--- src/rtl/lm_sm_sequencer.sv ---
// lm_sm_sequencer: handshaked register/memory address stepper for LM/SM multi-register transfers
module lm_sm_sequencer #(
   parameter int ADDR_W = 16,
   parameter int RA_W   = 3
) (
   input  logic              clk,
   input  logic              proc_rst,
   input  logic              start,
   input  logic [7:0]        mask,
   input  logic [ADDR_W-1:0] base_addr,
   input  logic              step_ack,
   output logic              busy,
   output logic              xfer_valid,
   output logic [RA_W-1:0]   reg_addr,
   output logic [ADDR_W-1:0] mem_addr,
   output logic [3:0]        xfer_count,
   output logic              done
);
   typedef enum logic [1:0] {IDLE, XFER, DONE} state_t;
   state_t            state;
   logic [7:0]        pending;
   logic [7:0]        remaining;
   logic [ADDR_W-1:0] base;
   logic [3:0]        count_next;
   logic [RA_W-1:0]   first_of_mask;
   logic [RA_W-1:0]   first_of_remaining;
   function automatic logic [RA_W-1:0] lowest(input logic [7:0] m);
      logic [RA_W-1:0] idx;
      idx = '0;
      for (int i = 7; i >= 0; i--)
         if (m[i]) idx = RA_W'(i);
      return idx;
   endfunction
   // Candidates for the next transfer: mask with the current register retired, and the bumped count
   always_comb begin
      remaining          = pending & ~(8'd1 << reg_addr);
      count_next         = xfer_count + 4'd1;
      first_of_mask      = lowest(mask);
      first_of_remaining = lowest(remaining);
   end
   // Sequencer FSM; every output is registered here
   always_ff @(posedge clk or posedge proc_rst) begin
      if (proc_rst) begin
         state      <= IDLE;
         pending    <= '0;
         base       <= '0;
         busy       <= 1'b0;
         xfer_valid <= 1'b0;
         reg_addr   <= '0;
         mem_addr   <= '0;
         xfer_count <= '0;
         done       <= 1'b0;
      end else begin
         case (state)
            IDLE: begin
               busy       <= 1'b0;
               xfer_valid <= 1'b0;
               done       <= 1'b0;
               if (start) begin
                  pending    <= mask;
                  base       <= base_addr;
                  xfer_count <= '0;
                  busy       <= 1'b1;
                  if (mask != 8'd0) begin
                     state      <= XFER;
                     xfer_valid <= 1'b1;
                     reg_addr   <= first_of_mask;
                     mem_addr   <= base_addr;
                  end else begin
                     state <= DONE;
                     done  <= 1'b1;
                  end
               end
            end
            XFER: begin
               if (step_ack) begin
                  pending    <= remaining;
                  xfer_count <= count_next;
                  if (remaining != 8'd0) begin
                     reg_addr <= first_of_remaining;
                     mem_addr <= base + {{(ADDR_W-4){1'b0}}, count_next};
                  end else begin
                     state      <= DONE;
                     xfer_valid <= 1'b0;
                     done       <= 1'b1;
                  end
               end
            end
            default: begin
               state <= IDLE;
               busy  <= 1'b0;
               done  <= 1'b0;
            end
         endcase
      end
   end
endmodule

--- config.mk ---
export PLATFORM = sky130hd
export DESIGN_NAME = lm_sm_sequencer
export DESIGN_NICKNAME = d
export VERILOG_FILES = /design/src/rtl/lm_sm_sequencer.sv
export SDC_FILE = /design/constraint.sdc
export NUM_CORES = 1
export LEC_CHECK = 0
export ABC_AREA = 1
export CAP_MARGIN = 20
export CORE_MARGIN = 2
export CORE_UTILIZATION = 40
export CTS_CLUSTER_SIZE = 24
export DETAILED_ROUTE_END_ITERATION = 7
export GPL_TIMING_DRIVEN = 0
export PLACE_DENSITY = 0.74
export RECOVER_POWER = 50
export SLEW_MARGIN = 30
export SYNTH_ARGS = -nofsm -noshare
export SYNTH_HDL_FRONTEND = slang
export SYNTH_SLANG_ARGS = --single-unit
--- constraint.sdc ---
create_clock -name clk -period 2.8 [get_ports clk]
set_input_delay 0.42 -clock clk [delete_from_list [all_inputs] [get_ports clk]]
set_output_delay 0.42 -clock clk [all_outputs]
set_load 0.005 [all_outputs]
Yosys cells after proc, flatten, opt, wreduce, memory -nomap -nowiden:

Index checks and enable logic that the tools add are counted.

* $add $sub $neg: 2
* equality and inequality tests: 6
* shift-type cells: 1
* muxes and demuxes: 49
* bitwise operators: 2
* reductions and logical operators: 10

Operators by type and width (number)
* $mux 16: 4
* $mux 3: 20
* $pmux 16 s2: 1
* $add 16x4->16: 1
* $mux 8: 2
* $pmux 8 s2: 1
* $reduce_bool 8->1: 2
* $ne 2x2->1 const B: 5
* $mux 1: 9
* $reduce_and 3->1: 3
* $and 8x8->8: 1
* $mux 2: 4
* $mux 4: 2
* $not 8->8: 1
* $pmux 4 s2: 1
* $shl 1x3->8 const A: 1
* $pmux 1 s2: 3
* $pmux 3 s2: 1
* $reduce_and 5->1: 1
* $add 4x1->4 const B: 1
* $pmux 2 s2: 1
* $reduce_and 2->1: 2
* $eq 2x1->1 const B: 1
* $logic_not 2->1: 1
* $reduce_bool 2->1: 1

* register bits after elaboration: 52
* input bits: 28
* output and inout bits: 26
* logic and storage cells: 79

Longest topological paths before layout:

Gate-level depths: netlist of the first run.

* depth in word-level cells: 14
* mapped depth: 14
* mapped depth without buffers: 14

Worst setup path after synthesis of the first run:

OpenSTA, ideal clock, no wires.

* kind: register to register
* start: register xfer_count[0]
* end: register mem_addr[12]
* library setup time: 116 ps
* data arrival time: 1973 ps
* path slack: 710 ps
* cell stages (with the launch flop): 13
* path buffers: 0
* clock period less this slack: 2090 ps
* cells stage by stage: dfrtp_1 -> ha_1 -> inv_1 -> fa_1 -> inv_1 -> nand3_1 -> nand2_1 -> nand4_1 -> or2_2 -> nand3_1 -> nand2_1 -> nand2_1 -> nand2_1

* word-level cells in the longest chain between the ends: 5

RTL lines
* start, declared: line 16 `output logic [3:0] xfer_count,`
* start signal, assigned: line 78 `xfer_count <= count_next;`
* $add 4x1->4: line 37 `count_next = xfer_count + 4'd1;`
* $add 16x4->16: line 81 `mem_addr <= base + {{(ADDR_W-4){1'b0}}, count_next};`
* $mux 16: line 79 `if (remaining != 8'd0) begin`
* $mux 16: line 76 `if (step_ack) begin`
* $pmux 16 s2: line 54 `case (state)`
* end signal, assigned: line 68 `mem_addr <= base_addr;`
* end signal, assigned: line 81
* end, declared: line 15 `output logic [ADDR_W-1:0] mem_addr,`

No other way between the ends. The select of a mux whose other input is x is not followed.
A chain may end at the register's enable or synchronous reset.

Worst setup path after layout of the first run:

* start: register xfer_count[0]
* end: register mem_addr[14]

The elaborated chain is that of the path after synthesis.

==> results.md, run 1 <==
- Outcome: finished clean
- Sw frac: 0.460
- Final Net Count: 508
- Comb pwr share: 0.557
- Hold depth: 2
- Part of the power in the clock network: 0.105
- Yosys warns: 0
- Worst skew pair latency: 0.32 ns
- Hold Path Class: reg2reg
- Wire length of the first global-routing pass: 13,300 µm
- Maximum vdd drop: 0.431 mV
- Clock slew seen by the registers of the worst setup and hold paths: 0.10 ns
- Slew headroom: 0.372
- Net Switching: 1900 µW
- Total GRT Usage: 0.202
- Largest net degree at the start of global routing: 39
- Post-synth top flop: dfrtp_1
- Top-area cell type share of the netlist area: 0.439
- # hold bufs at CTS: 0
- CTS buffer count: 5
- Power, Total: 4120 µW
- CP Launch Type: flip-flop
- CORE AREA: 0.00721 mm²
- Dominant cell type by area after synthesis: dfrtp_1
- Root Driver: clkbuf_8
- Number of diodes: 0
- Synthesized net count: 447
- WP data arrival: 2.63 ns
- Initial core utilization: 0.411
- Seq pwr share: 0.338
- TNS Setup: 0 ns
- Final HPWL DP: 5870 µm
- Top-count cell post-synth: nand2_1
- H-tree depth: 2
- Cell row count: 31
- Final setup viols: 0
- Clk buf depth: 2
- Max Freq: 421 MHz
- Leak pwr: 0.00184 µW
- Largest family of logic cells by synthesized area: simple AND/OR/NAND/NOR gates
- Reg2reg path depth: 12
- WP data required: 3.05 ns
- Reg-to-reg setup timing slack: 0.42 ns
- Clock skew: 0.0107 ns
- Number of global-route vias before repair: 2,793
- Number of synthesized flops with an enable pin: 0
- RSZ-0062 raised after global routing: false
- Iter 0 DRT Violations: 159
- Post-synthesis mux area share: 0
- WL final: 7850 µm
- Area Overhead vs Synth: 24.8%
- CP endpoint kind: flip-flop
- Compound-Gate Fraction of Synth Area: 0.131
- Post-synth top cells: nand2_1, dfrtp_1, o21ai_0
- Vias/cell: 5.04
- Gate Count Post-Synth: 413
- Fin. Hold Viols: 0
- Max FO, Critical Path: 6
- Final Wtd Congestion: 0.880
- DRC errors left: 0
- Die Width: 90.0 µm
- Fill count: 738
- Synth Cell Area: 0.00296 mm²
- TritonCTS clock tree: done
- Global route overflow: 0
- Max-cap viol count: 0
- Drt pass-1 iters: 4
- Synth Area per Inst: 7.17 µm²
- Netlist cell types: 32
- Synth Register Bits: 52
- Post-Synth XOR/XNOR Area: 0.00591
- Post-synthesis sequential area ratio: 0.439
- IO Pins: 54
- Die area: 0.00811 mm²
- PwrDens: 1120 mW/mm²
- Final ANT Viol Nets: 0
- Antenna violations before repair: 0
- Port Buffers: 53
- Crit Path Category: reg2reg
- FFs w/ async S/R, synth: 1.00
- Layout cell share with drive strength beyond 1: 0.0591
- Drt wl/cell: 13.7 µm
- Pint: 2230 µW
- Post-CTS setup buffer count: 0
- Synthesized-area fraction occupied by adder cells: 0.0279
- Final worst-path cycle share: 0.849
- Max Slew Vio Count: 0
- Simple-gate share of the synthesized area: 0.319
- Tmin final: 2.38 ns
- Post-CTS Resized: 0
- Slew @ Worst Pin: 0.943 ns
- Via count: 2,888
- Area contributors post-synth: dfrtp_1, nand2_1, o21ai_0, nand3_1, inv_1
- Total clock sinks: 52
- Die height: 90.0 µm
## state kept, by name, summed over array words and instances (netlist names)
name and cells:
base 16, busy 1, done 1, mem_addr 16, pending 8, reg_addr 3
state 2, xfer_count 4, xfer_valid 1
## power by group through the flow
stage,Sequential (µW),Clock (µW),Combinational [µW]
6_report,1390,432,2300
5_1_grt,1440,471,2610
4_1_cts,1390,437,2330
3_3_place_gp,1390,0,2250
2_1_floorplan,1350,0,1500
3_5_place_dp,1400,0,2310
## worst max-delay path, cell delays in order, from the launching register on
cell     delay [ns]
dfrtp_1        0.46
ha_1           0.33
inv_1          0.07
fa_1           0.38
inv_1          0.09
nand3_1        0.07
nand2_1        0.18
nand2_1        0.15
nor2_1         0.19
a21oi_1        0.09
o21ai_0        0.18
nand2_1        0.08
nand2_1        0.06
## stage by stage
| step | util | std cells | instance area (µm²) | hold WS, ns | setup slack [ns] |
|---|---|---|---|---|---|
| after floorplan | - | 413 | 2960 | 0.447 | 0.710 |
| after global placement | 0.501 | 565 | 3620 | 0.457 | 0.0969 |
| after detailed placement | 0.504 | 566 | 3640 | 0.462 | 0.463 |
| after CTS | 0.516 | 573 | 3720 | 0.369 | 0.452 |
| after global routing | 0.512 | 573 | 3700 | 0.514 | 0.181 |
| final | 0.512 | 573 | 3700 | 0.480 | 0.423 |
## layout by cell type (no fill, tap or decap)
master and n:
dlygate4sd3_1 9, xor2_1 1, nor2_2 1, or2_2 3
nand3_1 28, ha_1 5, clkdlybuf4s50_1 44, buf_6 2
clkbuf_2 1, clkbuf_1 5, o21ai_2 1, fa_1 1
a21oi_1 14, clkinv_1 1, o21ai_1 2, buf_8 1
inv_2 2, and3_1 1, clkinvlp_4 1, o31ai_1 2
xnor2_1 1, o211ai_1 3, nor3_1 2, buf_2 4
a31oi_1 1, a22oi_1 2, nand2_1 168, nand2_4 3
clkinvlp_2 1, clkinv_2 1, inv_4 1, nand4_1 2
o22ai_1 2, inv_1 34, dfrtp_1 52, nand2_2 1
nor2_1 21, clkbuf_8 5, o21ai_0 45
## per-layer routing
metal / global-route usage / wire (µm)
met1: 0.257 / 3540
met2: 0.338 / 3720
met3: 0.0427 / 442
met4: 0.0731 / 150
met5: 0 / 0
## worst paths after layout
| kind | from | to |
|---|---|---|
| max | xfer_count[0]$_DFFE_PP0P_ | mem_addr[14]$_DFFE_PP0P_ |
| min | busy$_DFFE_PP0N_ | busy$_DFFE_PP0N_ |
| max reg2reg | xfer_count[0]$_DFFE_PP0P_ | mem_addr[14]$_DFFE_PP0P_ |
| min reg2reg | busy$_DFFE_PP0N_ | busy$_DFFE_PP0N_ |
| max in group asynchronous | proc_rst | base[8]$_DFFE_PP0P_ |
| min in group asynchronous | proc_rst | base[1]$_DFFE_PP0P_ |
## layout make-up
cell class	count	area, µm²	share of cell area
timing repair buffer	54	536	0.145
clock buffer	5	68.8	0.0186
inverter	39	150	0.0406
tap	99	124	0.0335
sequential	52	1300	0.352
buffer	12	76.3	0.0206
clock inverter	2	12.5	0.00338
multi-input combinational	310	1430	0.386
## cells by family (layout without fill, tap and decap cells)
logic type	count (synthesis)	after routing
flip-flops	52	52
AND/OR/NAND/NOR	230	230
XOR/XNOR	2	2
adder cells (fa/ha/maj)	6	6
AO/OA/AOI/OAI	72	72
buffers and inverters	51	112
(Power assumes the default switching activity.)
==> inputs of run 2 (changes only) <==
Clock period 2.8 ns to 2.19 ns, I/O delays scaled along.
==> results.md, run 2 (synthesis gave the netlist of run 1 again) <==
- WP data arrival: 2.34 ns
- # hold bufs at CTS: 0
- CP Launch Type: flip-flop
- WP data required: 2.40 ns
- Port Buffers: 53
- Hold Path Class: reg2reg
- IO Pins: 54
- Leak pwr: 0.00187 µW
- Reg2reg start: xfer_count[0]$_DFFE_PP0P_
- Hold depth: 2
- Vias/cell: 5.10
- Final setup margin: 0.0673 ns
- Hold EP: busy$_DFFE_PP0N_
- Total GRT Usage: 0.203
- Largest net degree at the start of global routing: 39
- Max-cap viol count: 0
- Final Net Count: 513
- Final ANT Viol Nets: 0
- Slew headroom: 0.509
- Most common cell after layout, fill and taps aside: nand2_1
- Drt pass-1 iters: 5
- Initial core utilization: 0.411
- WL final: 8160 µm
- Global route overflow: 0
- Final HPWL DP: 5870 µm
- Final worst-path cycle share: 0.969
- CORE AREA: 0.00721 mm²
- Slew @ Worst Pin: 0.732 ns
- Cell row count: 31
- Commonest cells after routing, fill and taps aside: nand2_1, dfrtp_1, clkdlybuf4s50_1
- Iter 0 DRT Violations: 190
- Final setup viols: 0
- Maximum vdd drop: 0.551 mV
- Number of diodes: 0
- TritonCTS clock tree: done
- Fin. Hold Viols: 0
- Crit Path Category: reg2reg
- Area Overhead vs Synth: 30.6%
- Via count: 2,948
- Wire length of the first global-routing pass: 13,400 µm
- Root Driver: clkbuf_8
- DRC errors left: 0
- Total clock sinks: 52
- RSZ-0062 raised after global routing: true
- Max Freq: 471 MHz
- Top Registers: base (16), mem_addr (16), pending (8)
- CP endpoint kind: flip-flop
- Dpl ws: -0.100 ns
- Reg-to-reg setup timing slack: 0.07 ns
- Number of global-route vias before repair: 2,830
- Final Wtd Congestion: 0.880
- Clk buf depth: 2
- Worst skew pair latency: 0.32 ns
- Fin util: 0.536
- Drt wl/cell: 14.1 µm
- Non-Filler Instances: 578
- Die area: 0.00811 mm²
- CTS buffer count: 5
- Reg2reg path depth: 14
- PwrDens: 1450 mW/mm²
- Clock slew seen by the registers of the worst setup and hold paths: 0.10 ns
- R2R Path End: mem_addr[12]$_DFFE_PP0P_
- Tmin final: 2.12 ns
- Die Width: 90.0 µm
- Antenna violations before repair: 0
- Hold_sp: busy$_DFFE_PP0N_
- H-tree depth: 2
- Layout cell share with drive strength beyond 1: 0.113
- Clock skew: 0.00998 ns
- Placed insts: 566
- Max FO, Critical Path: 3
- Outcome: finished clean
- Max Slew Vio Count: 0
- Die height: 90.0 µm
==> run 2: cell types whose count changed in the layout (fill, tap and decap cells not counted), moves of 3 or more <==
| cell | previous run | this run |
|---|---|---|
| buf_4 | 0 | 4 |
| ha_1 | 5 | 1 |
| ha_4 | 0 | 4 |
| inv_1 | 34 | 31 |
| nand2_1 | 168 | 163 |
| nand2_2 | 1 | 4 |
| nand3_1 | 28 | 25 |
| nand3_2 | 0 | 3 |
| o21ai_0 | 45 | 42 |
==> run 2: layout make-up <==
cell class | count | area, µm²
tap | 99 | 124
buffer | 12 | 76.3
clock buffer | 5 | 68.8
timing repair buffer | 59 | 592
clock inverter | 2 | 12.5
inverter | 39 | 153
sequential | 52 | 1300
fill | 709 | 3350
multi-input combinational | 310 | 1540
==> run 2: layer usage <==
metal,wire (µm),track usage,vias up,share of wire
met5,0,0,-,0
met4,157,0.0744,0,0.019
met3,551,0.0427,14,0.068
met2,3950,0.343,116,0.48
met1,3500,0.257,1366,0.43
li1,-,-,1452,-
==> run 2: per-stage QoR <==
step                      TNS (ns)  hold WS, ns  area (µm²)  power, µW
final                            0        0.481        3870       5610
after global placement      -22.17        0.457        3620       4660
after floorplan                  0        0.438        2960       3640
after CTS                        0        0.278        3760       5390
after detailed placement    -0.573        0.462        3640       4740
after global routing        -0.104        0.514        3870       6110
==> run 2: what timing repair did <==
action | 4_1_cts | 5_1_grt
pin swaps | 2 | 8
setup buffers | 3 | 2
setup endpoints to repair | 9 | 11
resized for setup | 4 | 25
==> run 2: power by group <==
part / switching, µW / internal [µW]
sequential: 389 / 1420
clock: 339 / 218
combinational: 1850 / 1400
total: 2580 / 3040
==> run 2: worst max-delay path by stage <==
stage | depth (start not counted) | slack, ns | startpoint | to
5_1_grt | 12 | -0.04 | xfer_count[1]$_DFFE_PP0P_ | mem_addr[12]$_DFFE_PP0P_
2_1_floorplan | 12 | 0.10 | xfer_count[0]$_DFFE_PP0P_ | mem_addr[12]$_DFFE_PP0P_
3_5_place_dp | 13 | -0.10 | xfer_count[0]$_DFFE_PP0P_ | mem_addr[14]$_DFFE_PP0P_
6_report | 14 | 0.07 | xfer_count[0]$_DFFE_PP0P_ | mem_addr[12]$_DFFE_PP0P_
3_3_place_gp | 2 | -0.42 | proc_rst | xfer_count[0]$_DFFE_PP0P_
4_1_cts | 12 | 0.02 | xfer_count[1]$_DFFE_PP0P_ | mem_addr[14]$_DFFE_PP0P_
==> run 2: critical path, stage by stage (launching register included) <==
cell	delay, ns
dfrtp_1	0.46
buf_6	0.16
inv_4	0.05
ha_4	0.12
inv_2	0.04
fa_2	0.34
inv_2	0.09
nand3_2	0.09
nand2_4	0.10
nand4_1	0.10
or2_4	0.27
nand3_2	0.05
nand2_1	0.05
nand2_1	0.06
nand2_1	0.05
==> inputs of run 3 (changes only) <==
Settings changed: CORE_ASPECT_RATIO set to 0.5.
==> results.md, run 3 (synthesis gave the netlist of run 1 again) <==
- Outcome: finished clean
- Max FO, Critical Path: 6
- Drt pass-1 iters: 5
- TritonCTS clock tree: done
- Max Freq: 486 MHz
- Fin. Hold Viols: 0
- Max-cap viol count: 0
- Drt wl/cell: 13.3 µm
- Root Driver: clkbuf_16
- Slew @ Worst Pin: 1.09 ns
- Max Slew Vio Count: 0
- Final HPWL DP: 5610 µm
- Total clock sinks: 52
- Final Net Count: 512
- Largest net degree at the start of global routing: 31
- Final ANT Viol Nets: 0
- Reg2reg path depth: 12
- # hold bufs at CTS: 0
- CP Launch Type: flip-flop
- Most common cell after layout, fill and taps aside: nand2_1
- Die Width: 126 µm
- Top Family by Delay on Critical Path: simple AND/OR/NAND/NOR gates
- Global route overflow: 0
- Antenna violations before repair: 0
- Crit path buf inv count: 1
- Number of diodes: 0
- Total GRT Usage: 0.196
- Final setup margin: 0.134 ns
- Fin util: 0.539
- CP endpoint kind: flip-flop
- Crit Path Category: reg2reg
- Reg2reg start: xfer_count[1]$_DFFE_PP0P_
- Cell row count: 22
- Fill count: 697
- Tmin final: 2.06 ns
- Worst skew pair latency: 0.29 ns
- Slew headroom: 0.267
- WL final: 7640 µm
- Crit path from: xfer_count[1]$_DFFE_PP0P_
- Final setup viols: 0
- Wire length of the first global-routing pass: 12,900 µm
- Clock slew seen by the registers of the worst setup and hold paths: 0.07 ns
- Commonest cells after routing, fill and taps aside: nand2_1, dfrtp_1, clkdlybuf4s50_1
- Clock skew: 0.00676 ns
- Slowest-stage cell, CP: dfrtp_2
- WP data arrival: 2.25 ns
- Iter 0 DRT Violations: 255
- H-tree depth: 2
- Leak pwr: 0.00189 µW
- Maximum vdd drop: 0.550 mV
- CTS buffer count: 5
- R2R Path End: mem_addr[12]$_DFFE_PP0P_
- Final worst-path cycle share: 0.939
- Dpl ws: -0.146 ns
- Reg-to-reg setup timing slack: 0.13 ns
- PwrDens: 1470 mW/mm²
- Die height: 64.8 µm
- CORE AREA: 0.00724 mm²
- Vias/cell: 5.05
- Top Registers: base (16), mem_addr (16), pending (8)
- WP data required: 2.38 ns
- Clk buf depth: 2
- Post-route cell area: 0.00390 mm²
- Layout cell share with drive strength beyond 1: 0.109
- Crit path depth: 12
- Hold Path Class: reg2reg
- Via count: 2,902
- Number of global-route vias before repair: 2,751
- Worst path max stage delay: 0.45 ns
- Crit path cell chain: nand3_1, xor2_1, inv_1, ha_4, nand3_1, nand2_2, nand4_1, or2_4, nand3_1, nand2_1, nand2_1, nand2_1
- Placed Area: 0.00363 mm²
- DRC errors left: 0
- Hold Slack: 0.478 ns
- Port Buffers: 53
- Area Overhead vs Synth: 31.7%
- Worst Setup EP: mem_addr[12]$_DFFE_PP0P_
- Die area: 0.00815 mm²
- Non-Filler Instances: 575
- Initial core utilization: 0.409
- IO Pins: 54
- Final Wtd Congestion: 0.905
- Placed insts: 563
## run 3: what timing repair did
action | in CTS | in global routing
buffers inserted | 2 | 2
gates resized for setup | 5 | 21
setup endpoints to repair | 8 | 13
gates cloned | 0 | 0
pin swaps | 1 | 5
## run 3: worst min-delay path: cells and delay by family (launching register included)
kind | cells | cell delay, ns
simple gates | 2 | 0.10
flops | 1 | 0.34
## run 3: through the flow
step                setup TNS, ns  power [µW]
finish                          0        5730
global route               -0.123        6270
CTS                             0        5550
detailed placement         -0.531        4700
global placement           -23.50        4630
floorplan                       0        3640
## run 3: worst min-delay path by stage
stage	startpoint	endpoint	slack (ns)	cells after the start
after floorplan	base_addr[14]	base[14]$_DFFE_PP0P_	0.44	2
after global placement	busy$_DFFE_PP0N_	busy$_DFFE_PP0N_	0.46	2
after detailed placement	mem_addr[15]$_DFFE_PP0P_	mem_addr[15]$_DFFE_PP0P_	0.46	2
after CTS	proc_rst	mem_addr[0]$_DFFE_PP0P_	0.35	2
after global routing	mem_addr[1]$_DFFE_PP0P_	mem_addr[1]$_DFFE_PP0P_	0.50	2
final	busy$_DFFE_PP0N_	busy$_DFFE_PP0N_	0.48	2
## run 3: metal layers
layer,global-route usage,wire (µm)
met5,0,0
met4,0.0583,99
met3,0.0322,302
met2,0.328,3670
met1,0.266,3560
## run 3: cell type report
type | count | area, µm² | share of cell area
clock buffer | 5 | 125 | 0.0321
timing repair buffer | 58 | 581 | 0.149
multi-input combinational | 310 | 1520 | 0.390
buffer | 12 | 76.3 | 0.0196
inverter | 39 | 150 | 0.0385
clock inverter | 3 | 23.8 | 0.00609
sequential | 52 | 1310 | 0.335
tap | 96 | 120 | 0.0308
## run 3: power breakdown
| part | switching [µW] | internal, µW | leakage [µW] |
|---|---|---|---|
| combinational | 1770 | 1370 | 0.00118 |
| clock | 368 | 426 | 0.0000660 |
| sequential | 372 | 1420 | 0.000646 |
==> patch, RTL diff (settings of run 3) <==
Reset style: synchronous (`proc_rst`), changed in one clocked block.
--- a/src/rtl/lm_sm_sequencer.sv
+++ b/src/rtl/lm_sm_sequencer.sv
@@ -41,3 +41,3 @@
    // Sequencer FSM; every output is registered here
-   always_ff @(posedge clk or posedge proc_rst) begin
+   always_ff @(posedge clk) begin
       if (proc_rst) begin
Behaviour: differs if proc_rst is asserted again (counterexample within 4 cycles, from zero or initial values and one cycle with proc_rst high); with proc_rst held inactive, the same outputs for 4 cycles.
==> patch against run 3 <==
Routed wire length increased by 12%; area after synthesis increased by 1.7%; worst setup slack improved by 0.039 ns; cell area increased by 0.32%; via count increased by 8.1%; die area increased by 1.6%; critical path type is now primary input to flip-flop; sequential cell count unchanged.
Power is not compared: it rests on default switching activity, and its combinational part moved more than twofold at a synthesized area within 25%.
==> patch: results <==
group,metric,value,unit
status,outcome,"complete, no violations",
worst_setup_path,worstReg2RegStart,"xfer_count[2]",
global_routing,grt_max_degree,15,
synth,synthFlopType,"dfxtp_1",
synth,synthTopCellsByArea,"dfxtp_1 35%, nand2_1 14%, nor2_1 9.2%",
worst_setup_path,endpoint,"base[4]",
sta,clock_skew,0.007127,ns
sta,worst_pin_slew,0.5746,ns
cells_and_area,fin_area,3914,sq um
worst_setup_path,slowest_stage,"dlygate4sd3_1",
worst_setup_path,critPathTopFamily,"buffers and inverters",
global_routing,grt_usage,21.41,%
clock_network,cts_resized,2,
worst_setup_path,crit_path_start,"proc_rst",
placement,dp_hpwl,6194,microns
cells_and_area,n_all_inverters,48,
floorplan,core-area,7322,sq um
cells_and_area,final-nonclk-buf-share,16.14,%
cells_and_area,num-nets-final,556,
cells_and_area,fillers,710,
worst_setup_path,r2r-end,"mem_addr[9]",
sta,layout_setup_ws,0.1724,ns
detailed_routing,vias,3138,
cells_and_area,num-clock-buffers,8,
cells_and_area,multiInputGateArea,1783,sq um
cells_and_area,multi_input_cells,345,
synth,async_reset_ff_share,0,%
cells_and_area,clockNetworkAreaShare,3.740,%
synth,synthXorXnorAreaFrac,1.745,%
clock_network,cts_setup_buffers,0,
-- patch: changes by cell type in the layout (fill, tap and decap cells not counted), sizes merged, moves of 5 or more --
cell	change
nor2	+56
a31oi	+6
dfrtp	-52
clkdlybuf4s50	-15
nand2	-49
a21oi	+14
inv	+10
clkbuf	+5
nand3	+6
dfxtp	+52
dlygate4sd3	+15
-- patch: worst min path at each step --
stage / start / end / slack [ns]
after CTS: busy / busy / 0.47
final: done / done / 0.46
after global routing: xfer_valid / xfer_valid / 0.48
after floorplan: proc_rst / mem_addr[11] / 0.39
after global placement: busy / busy / 0.45
after detailed placement: busy / busy / 0.46
-- patch: kinds of logic (layout without fill, tap and decap cells) --
kind of cell,Yosys count,count (layout)
compound gates,85,85
xor+xnor,6,6
fa+ha+maj,6,6
buf+inv,64,126
flops,52,52
simple gates,248,248
-- patch: routing by layer --
layer,part of all wire [%],global-route usage (%)
met2,43,33.92
met3,5.7,5.049
met1,51,29.73
met5,0,0
met4,0.88,5.220
